**src/rtl/dma_io_pkg.sv**
```systemverilog
// Shared types and constants for the DMA I/O responder.
// Optional EOP-driving feature: DMA_IO_EOP_DRIVE_EN.
package dma_io_pkg;
    localparam int DATA_W = 8;
    localparam logic [DATA_W-1:0] DB_IDLE_BYTE = 8'hFF;

    typedef enum logic [2:0] {
        IDLE,
        REQ,
        ACK,
        STRB,
        DONE
    } state_e;
endpackage

```
**src/rtl/dma_io_fifo.sv**
```systemverilog
// Synchronous FIFO with occupancy count, first-word-fall-through head.
// Callers never push when full or pop when empty.
module dma_io_fifo #(
    parameter int DEPTH = 16,
    parameter int W     = 8
) (
    input  logic                     clk,
    input  logic                     rst,
    input  logic                     push,
    input  logic [W-1:0]             pushData,
    input  logic                     pop,
    output logic [W-1:0]             head,
    output logic [$clog2(DEPTH):0]   count,
    output logic                     full,
    output logic                     empty
);
    localparam int AW = $clog2(DEPTH);

    logic [W-1:0]  mem [DEPTH];
    logic [AW-1:0] wrPtr;
    logic [AW-1:0] rdPtr;

    always_ff @(posedge clk) begin
        if (push) mem[wrPtr] <= pushData;
    end

    always_ff @(posedge clk) begin
        if (rst) begin
            wrPtr <= '0;
            rdPtr <= '0;
            count <= '0;
        end else begin
            if (push) wrPtr <= wrPtr + 1'b1;
            if (pop)  rdPtr <= rdPtr + 1'b1;
            unique case ({push, pop})
                2'b10:   count <= count + 1'b1;
                2'b01:   count <= count - 1'b1;
                default: count <= count;
            endcase
        end
    end

    assign head  = mem[rdPtr];
    assign full  = (count == (AW+1)'(DEPTH));
    assign empty = (count == '0);
endmodule

```
**src/rtl/dma_io_responder.sv**
```systemverilog
// Peripheral side of an 8237-style DMA handshake with TX/RX byte FIFOs.
// Define DMA_IO_EOP_DRIVE_EN to add cfg_len and a self-driven EOP.
module dma_io_responder #(
    parameter int FIFO_DEPTH = 16,
    parameter int DATA_W     = 8
) (
    input  logic              CLK,
    input  logic              RESET,
    input  logic              cfg_en,
    input  logic              cfg_dir,
    input  logic              cfg_single,
    input  logic              clr_status,
    output logic              DREQ,
    input  logic              DACK,
    input  logic              IOR_N,
    input  logic              IOW_N,
    input  logic              EOP_N,
    input  logic [DATA_W-1:0] DB_in,
    output logic [DATA_W-1:0] DB_out,
    output logic              DB_oe,
`ifdef DMA_IO_EOP_DRIVE_EN
    input  logic [15:0]       cfg_len,
    output logic              eop_n_oe,
`endif
    input  logic              tx_valid,
    output logic              tx_ready,
    input  logic [DATA_W-1:0] tx_data,
    output logic              rx_valid,
    input  logic              rx_ready,
    output logic [DATA_W-1:0] rx_data,
    output logic              eop_seen,
    output logic              overflow,
    output logic              underflow
);
    import dma_io_pkg::*;

    localparam int CW = $clog2(FIFO_DEPTH) + 1;

    state_e state, nextState;
    logic strbQ, dackQ, eopPending;
    logic [DATA_W-1:0] capQ, txHead;
    logic txPush, txPop, rxPush, rxPop;
    logic txFull, txEmpty, rxFull, rxEmpty;
    logic [CW-1:0] txCount, rxCount, txCntNext, rxCntNext;
    logic strobe, rise, busRise, commit, eligible, eligAfter;
    logic eopNow, lenHit, eopSet, dackFall, ovSet, ufSet;

    assign strobe   = cfg_dir ? IOW_N : IOR_N;
    assign rise     = strobe & ~strbQ;
    assign busRise  = cfg_en & DACK & rise;
    assign commit   = busRise & (state == STRB);
    assign dackFall = dackQ & ~DACK;
    assign eligible = cfg_en & ~eop_seen & (cfg_dir ? ~rxFull : ~txEmpty);

    assign txPush = tx_valid & ~txFull;
    assign txPop  = commit & ~cfg_dir & ~txEmpty;
    assign rxPush = commit & cfg_dir & ~rxFull;
    assign rxPop  = rx_ready & ~rxEmpty;
    // Stray strobes after DREQ drops still count as bus errors.
    assign ufSet  = busRise & ~cfg_dir & txEmpty;
    assign ovSet  = busRise & cfg_dir & rxFull;

    assign txCntNext = txCount + CW'(txPush) - CW'(txPop);
    assign rxCntNext = rxCount + CW'(rxPush) - CW'(rxPop);
    assign eligAfter = cfg_dir ? (rxCntNext < CW'(FIFO_DEPTH))
                               : (txCntNext != '0);

    assign eopNow = eopPending | (DACK & ~EOP_N) | lenHit;
    assign eopSet = (commit & eopNow) | (eopPending & dackFall);

    dma_io_fifo #(.DEPTH(FIFO_DEPTH), .W(DATA_W)) txFifo (
        .clk(CLK), .rst(RESET),
        .push(txPush), .pushData(tx_data), .pop(txPop),
        .head(txHead), .count(txCount),
        .full(txFull), .empty(txEmpty)
    );

    dma_io_fifo #(.DEPTH(FIFO_DEPTH), .W(DATA_W)) rxFifo (
        .clk(CLK), .rst(RESET),
        .push(rxPush), .pushData(capQ), .pop(rxPop),
        .head(rx_data), .count(rxCount),
        .full(rxFull), .empty(rxEmpty)
    );

    always_comb begin
        nextState = state;
        unique case (state)
            IDLE: if (eligible) nextState = REQ;
            REQ:  if (DACK) nextState = ACK;
            ACK: begin
                if (!DACK)        nextState = eligible ? REQ : IDLE;
                else if (!strobe) nextState = STRB;
            end
            STRB: begin
                if (!DACK) nextState = IDLE;
                else if (rise) begin
                    if (eopNow || cfg_single || !eligAfter) nextState = DONE;
                    else                                    nextState = ACK;
                end
            end
            DONE:    if (!DACK) nextState = IDLE;
            default: nextState = IDLE;
        endcase
        if (eopPending && dackFall) nextState = DONE;
        if (!cfg_en) nextState = IDLE;
    end

    always_ff @(posedge CLK) begin
        if (RESET) begin
            state      <= IDLE;
            DREQ       <= 1'b0;
            strbQ      <= 1'b1;
            dackQ      <= 1'b0;
            eopPending <= 1'b0;
            capQ       <= '0;
            eop_seen   <= 1'b0;
            overflow   <= 1'b0;
            underflow  <= 1'b0;
        end else begin
            state      <= nextState;
            DREQ       <= nextState inside {REQ, ACK, STRB};
            strbQ      <= strobe;
            dackQ      <= DACK;
            if (!IOW_N) capQ <= DB_in;
            eopPending <= ~eopSet & (eopPending |
                          (DACK & ~EOP_N & (state inside {REQ, ACK, STRB})));
            eop_seen   <= eopSet | (eop_seen & ~clr_status);
            overflow   <= ovSet | (overflow & ~clr_status);
            underflow  <= ufSet | (underflow & ~clr_status);
        end
    end

`ifdef DMA_IO_EOP_DRIVE_EN
    logic [16:0] lenLeft;

    always_ff @(posedge CLK) begin
        if (RESET) lenLeft <= '0;
        else if (state == IDLE && nextState == REQ)
            lenLeft <= (cfg_len == 16'd0) ? 17'h10000 : {1'b0, cfg_len};
        else if (commit && lenLeft != '0)
            lenLeft <= lenLeft - 1'b1;
    end

    assign lenHit   = (lenLeft == 17'd1);
    assign eop_n_oe = (state == STRB) & lenHit;
`else
    assign lenHit = 1'b0;
`endif

    assign tx_ready = ~txFull;
    assign rx_valid = ~rxEmpty;
    assign DB_oe    = ~RESET & ~cfg_dir & DACK & ~IOR_N;
    assign DB_out   = DB_oe ? (txEmpty ? DB_IDLE_BYTE : txHead) : '0;
endmodule

```
**config.mk**
```make
export PLATFORM = sky130hd
export DESIGN_NAME = dma_io_responder
export DESIGN_NICKNAME = d
export VERILOG_FILES = /design/src/rtl/dma_io_pkg.sv /design/src/rtl/dma_io_fifo.sv /design/src/rtl/dma_io_responder.sv
export SDC_FILE = /design/constraint.sdc
export NUM_CORES = 1
export LEC_CHECK = 0
export ABC_AREA = 1
export CAP_MARGIN = 40
export CORE_ASPECT_RATIO = 2
export CORE_MARGIN = 1.5
export CORE_UTILIZATION = 61
export DETAILED_ROUTE_END_ITERATION = 8
export PLACE_DENSITY = 0.91
export SYNTH_ARGS = -nofsm -noshare
export SYNTH_HDL_FRONTEND = slang
export SYNTH_SLANG_ARGS = --single-unit
```
**constraint.sdc**
```tcl
create_clock -name CLK -period 3.9 [get_ports CLK]
set_clock_uncertainty 0.2 [all_clocks]
set_input_delay 0.78 -clock CLK [delete_from_list [all_inputs] [get_ports CLK]]
set_output_delay 0.78 -clock CLK [all_outputs]
set_load 0.1 [all_outputs]
```
==> After elaboration in Yosys (flattened, before gate mapping) <==
Memories as Yosys holds them, arrays and structs flattened. A register that Yosys moved wholly into a read port is not among the register bits.
Index checks and enable logic that the tools add are counted.
{ "word_totals": {"reg_bits": 44, "ram_bits": 256, "wordCells": 129, "memories": 2, "out_inout_bits": 23} }
{ "mem_list": {"columns": ["name", "words", "word_bits", "read_ports", "rd_clocked_by_memory_dff", "wr", "line_no", "source"], "rows": [
  ["rxFifo.mem", 16, 8, 1, 1, 1, "dma_io_fifo.sv:19", "logic [W-1:0] mem [DEPTH];"],
  ["txFifo.mem", 16, 8, 1, 1, 1, "dma_io_fifo.sv:19", null]
]} }
{ "op_classes": {"addsub": 12, "order_cmp": 1, "bitwise_logic": 47, "mux": 27, "eq_ne": 13, "n_reduce_logical": 12} }
{ "ops": {"columns": ["operator", "count"], "rows": [
  ["2-to-1 mux 3 bit", 10],
  ["bitwise AND 1 bit", 28],
  ["one-hot mux 5 bit (2 select lines)", 2],
  ["adder 4 x 1 -> 4 bit (second input constant)", 4],
  ["2-to-1 mux 4 bit", 4],
  ["2-to-1 mux 8 bit", 2],
  ["one-hot mux 3 bit (5 select lines)", 1],
  ["inverter 1 bit", 13],
  ["equality test 3 x 2 -> 1 bit (second input constant)", 4],
  ["adder 5 x 1 -> 5 bit", 2],
  ["adder 5 x 1 -> 5 bit (second input constant)", 2],
  ["equality test 5 bit (second input constant)", 2],
  ["logical NOT 5 bit", 2],
  ["subtractor 5 x 1 -> 5 bit", 2],
  ["subtractor 5 x 1 -> 5 bit (second input constant)", 2],
  ["2-to-1 mux 1 bit", 8],
  ["equality test 3 x 1 -> 1 bit (second input constant)", 2],
  ["bitwise OR 1 bit", 6],
  ["nonzero test 3 bit", 2],
  ["< comparator 5 bit (second input constant)", 1],
  ["nonzero test 5 bit", 1],
  ["equality test 2 x 1 -> 1 bit (second input constant)", 2],
  ["equality test 2 bit (second input constant)", 2],
  ["nonzero test 2 bit", 2],
  ["5 further kinds", 6]
]} }

==> Depth between registers and ports, before layout <==
{ "logic_depth": {"ltp_word": 20, "depth_mapped": 23, "ltp_nobuf": 22} }

==> By module <==
A second synthesis with hierarchy kept.
{ "hier_totals": {"hier_cells": 1268, "hier_area_um2": 13576.8} }
{ "by_module_without_submodules": {"columns": ["module", "instances", "cells_per_inst", "seq_area_each_um2", "area_per_inst_um2"], "rows": [
  ["dma_io_fifo", 2, 536, 4184.0, 6152.2],
  ["dma_io_responder", 1, 196, 360.3, 1272.5]
]} }

==> Least setup slack after synthesis <==
Ideal clock, no wire load.
{ "synth_path": {"path_type": "input port to output port", "startpoint": "input port RESET", "endpoint": "output port DB_out[0]", "required_time_ns": 2.920, "arrival_ns": 4.344, "n_path_buf": 1, "slack_ns": -1.424, "stages": 6, "path_cell_list": "clkbuf_1 > nor2_1 > inv_1 > nor3_1 > nand2_1 > inv_1"} }
{ "synth_between": {"elab_chain_cells": 5} }
{ "synth_lines": {"columns": ["element", "line_no", "source"], "rows": [
  ["start, declared", "dma_io_responder.sv:8", "input logic RESET,"],
  ["inverter 1 bit", "dma_io_responder.sv:152", "assign DB_oe = ~RESET & ~cfg_dir & DACK & ~IOR_N;"],
  ["bitwise AND 1 bit (3 in series)", "dma_io_responder.sv:152", null],
  ["net DB_oe", "dma_io_responder.sv:20", "output logic DB_oe,"],
  ["2-to-1 mux 8 bit", "dma_io_responder.sv:153", "assign DB_out = DB_oe ? (txEmpty ? DB_IDLE_BYTE : txHead) : '0;"],
  ["end, declared", "dma_io_responder.sv:19", "output logic [DATA_W-1:0] DB_out,"]
]} }
The timed path passes the listed nets, and every way through them passes these cells.

==> metrics <==
Port Buffer Count 50; Final ANT Viol Nets 0; WS Path Type flop to primary output; largest area contributor in the netlist edfxtp_1; synthesis warning total 0; post-CTS setup buffer count 0; nets 1269; critical path buffer and inverter count 4; root buf cell clkbuf_16; total chip power 8.431 mW; synthesized flop and latch total 308; drt pass-1 iters 5; worst-path cell chain inv_2, buf_12, o21ai_0, o211ai_1, o211ai_1, nand3_1, nand2_1, inv_1, buf_12; multiplexer share of the synthesized area 0.02457; syn avg cell area 11.41 sq um; met1 usage 0.2639; Max Freq 267.9 MHz; met2 usage 0.5729; share of post-route cells with drive strength above 1 0.09675; Placed Area 14300 sq um; Area Overhead vs Synth 15.81%; element type at the critical path end primary output; vias in the first global route 9529; Tcrit/Tclk final 0.9573; VDD IR max 0.0005821 V; Rows 75; gr ovfl total 0; Clock Latency Late Sink 0.54 ns; CTS buffer count 24; initial DRC count 735; post-detailed-placement half-perimeter wirelength 21.97 mm; gpl congestion 0.9073; largest net degree at the start of global routing 65; min Tclk post-route 3.733 ns; die area 22310 sq um; Total GRT Usage 0.2961; WP data arrival 2.75 ns; post-route cell area 15100 sq um; unrepaired setup endpoints after global routing no; setup TNS 0 ns; Top delay family on crit path buffers and inverters; Synth Instances 1143; grt met3 use 0.03137; setup slack after layout 0.1666 ns; GRT busiest layer met2; I/O pin count 51; post-cts resize count 0; post-synthesis compound-gate area fraction 0.1210; P per Cell Area 558.3 nW/um^2; endpoints failing hold 0; per-cell routed wire length 21.60 microns; Post-Synth Simple-Gate Area 0.1036; H-tree depth 1; drt total wl 32.38 mm; top post-synthesis cells by area edfxtp_1, dfxtp_1, o21ai_0; leak pwr 5.570 nW; CTS tree yes; Chip Height 209.8 microns; combinational family with the most area after synthesis compound AO/OA/AOI/OAI gates; clock sinks 308; slowest CP cell dfxtp_2; Slew Limit Headroom 0.4173; crit path max fanout 43; final setup vio count 0; DIE WIDTH 106.4 microns; CORE AREA 21020 sq um; Post-CTS Hold Buffers 0; Final Core Density 0.7184; Slew @ Worst Pin 0.8709 ns; synth unique cells 33; sequential element share of the synthesized area 0.6694; synthesized cell area 13040 sq um; Synth top area share 0.5896; synthesized-area fraction occupied by adder cells 0.02956; initial antenna violation count 0; Max Root-Sink Buffers 3; run status finished clean; largest stage delay on the critical path 0.58 ns; final slew viol count 0; vias per cell 6.121; post-synthesis xor/xnor area fraction 0.006045; Hold WC Path Type flop to flop; Worst-path clk slew 0.07 ns; initial core utilization 0.6203; Place WS 0.002584 ns; startpoint types flop; Req. time, crit path 2.92 ns; max-cap violations 0; Inserted Diodes 0; syn nets 1200; routed via count 9175; first-pass GRT wire length 49.31 mm; Residual DRC 0
## metrics by stage
| stage | instances | hold slack, ns |
|---|---|---|
| after floorplan | 1143 | 0.2354 |
| after global placement | 1451 | 0.2750 |
| after detailed placement | 1455 | 0.2822 |
| after CTS | 1499 | 0.2924 |
| after global routing | 1499 | 0.3161 |
| final | 1499 | 0.2903 |
## final cells by class
type | count | area, sq um
Clock buffer | 36 | 743.2
Clock inverter | 8 | 60.06
Fill cell | 1331 | 5919
Inverter | 107 | 401.6
Multi-Input combinational cell | 677 | 3727
Sequential cell | 308 | 8733
Tap cell | 269 | 336.6
Timing Repair Buffer | 94 | 1099
## where the power goes
part,switching [mW],internal [mW]
clock network,1.12,1.34
registers,0.159,3.64
logic,1.45,0.724
total,2.73,5.70
## path summary, 6_finish.rpt
| path | startpoint | end | slack, ns | cells after the start |
|---|---|---|---|---|
| worst max-delay path | flop | DB_out[3] | 0.17 | 9 |
| worst min-delay path | rxFifo.rdPtr[2] | rxFifo.rdPtr[2] | 0.29 | 1 |
| worst max register to register | txFifo.count[2] | DREQ | 0.61 | 20 |
| worst min register to register | rxFifo.rdPtr[2] | rxFifo.rdPtr[2] | 0.29 | 1 |
## metal layers
metal | wire length (microns) | part of all wire | vias up
met5 | 0 | 0 | -
met4 | 2786 | 0.086 | 0
met3 | 1766 | 0.055 | 170
met2 | 18180 | 0.56 | 501
met1 | 9646 | 0.30 | 4327
li1 | - | - | 4177
## layout by cell type (no fill, tap or decap), types with 2 or more instances in the layout
cell	netlist	layout
buf_4	0	40
nor2_1	174	174
nor3_4	1	2
clkbuf_8	0	3
dfxtp_1	52	50
buf_16	0	3
edfxtp_1	256	256
ha_1	26	26
nand3_1	51	51
fa_1	3	3
o21ai_0	138	138
clkbuf_16	0	27
nand4_1	4	4
clkbuf_1	42	5
clkdlybuf4s50_1	0	30
nand2_2	2	3
inv_2	3	3
buf_12	0	20
a21oi_1	64	64
clkinv_4	0	4
nand2_1	85	84
mux2i_1	32	32
nor3_1	7	6
o21ai_1	3	3
o211ai_1	64	64
clkinv_2	0	2
or2_2	4	4
xor2_1	6	6
inv_1	103	103
xnor2_1	3	3
a211oi_1	3	3
## state kept, by name, summed over array words and instances (netlist names), named ones only
register      cells
DREQ              1
capQ              8
dackQ             1
eopPending        1
eop_seen          1
overflow          1
rxFifo.count      5
rxFifo.mem      128
rxFifo.rdPtr      4
rxFifo.wrPtr      4
state             3
strbQ             1
txFifo.count      5
txFifo.mem      128
txFifo.rdPtr      4
txFifo.wrPtr      4
underflow         1
## cells in the mapped netlist (all sizes together)
cell type    n
dfxtp       52
a31oi        1
nand4        4
a21o         1
clkbuf      42
o211ai      64
nor3         8
nand3       52
buf          9
o211a        1
clkinv       1
o21bai       1
xor2         6
fa           3
o21ai      142
nand2       87
nor2       174
or2          4
mux2i       32
xnor2        3
o221ai       1
a211oi       3
ha          26
inv        106
edfxtp     256
a21oi       64
## kinds of logic (layout without fill, tap and decap cells)
family	Yosys count	in the layout
and+or+nand+nor	329	329
DFF	308	308
AOI/OAI and AO/OA	278	278
buffers and inverters	158	245
muxes	32	32
adders and majority gates	29	29
xor gates and xnor gates	9	9
(Power assumes the default switching activity.)
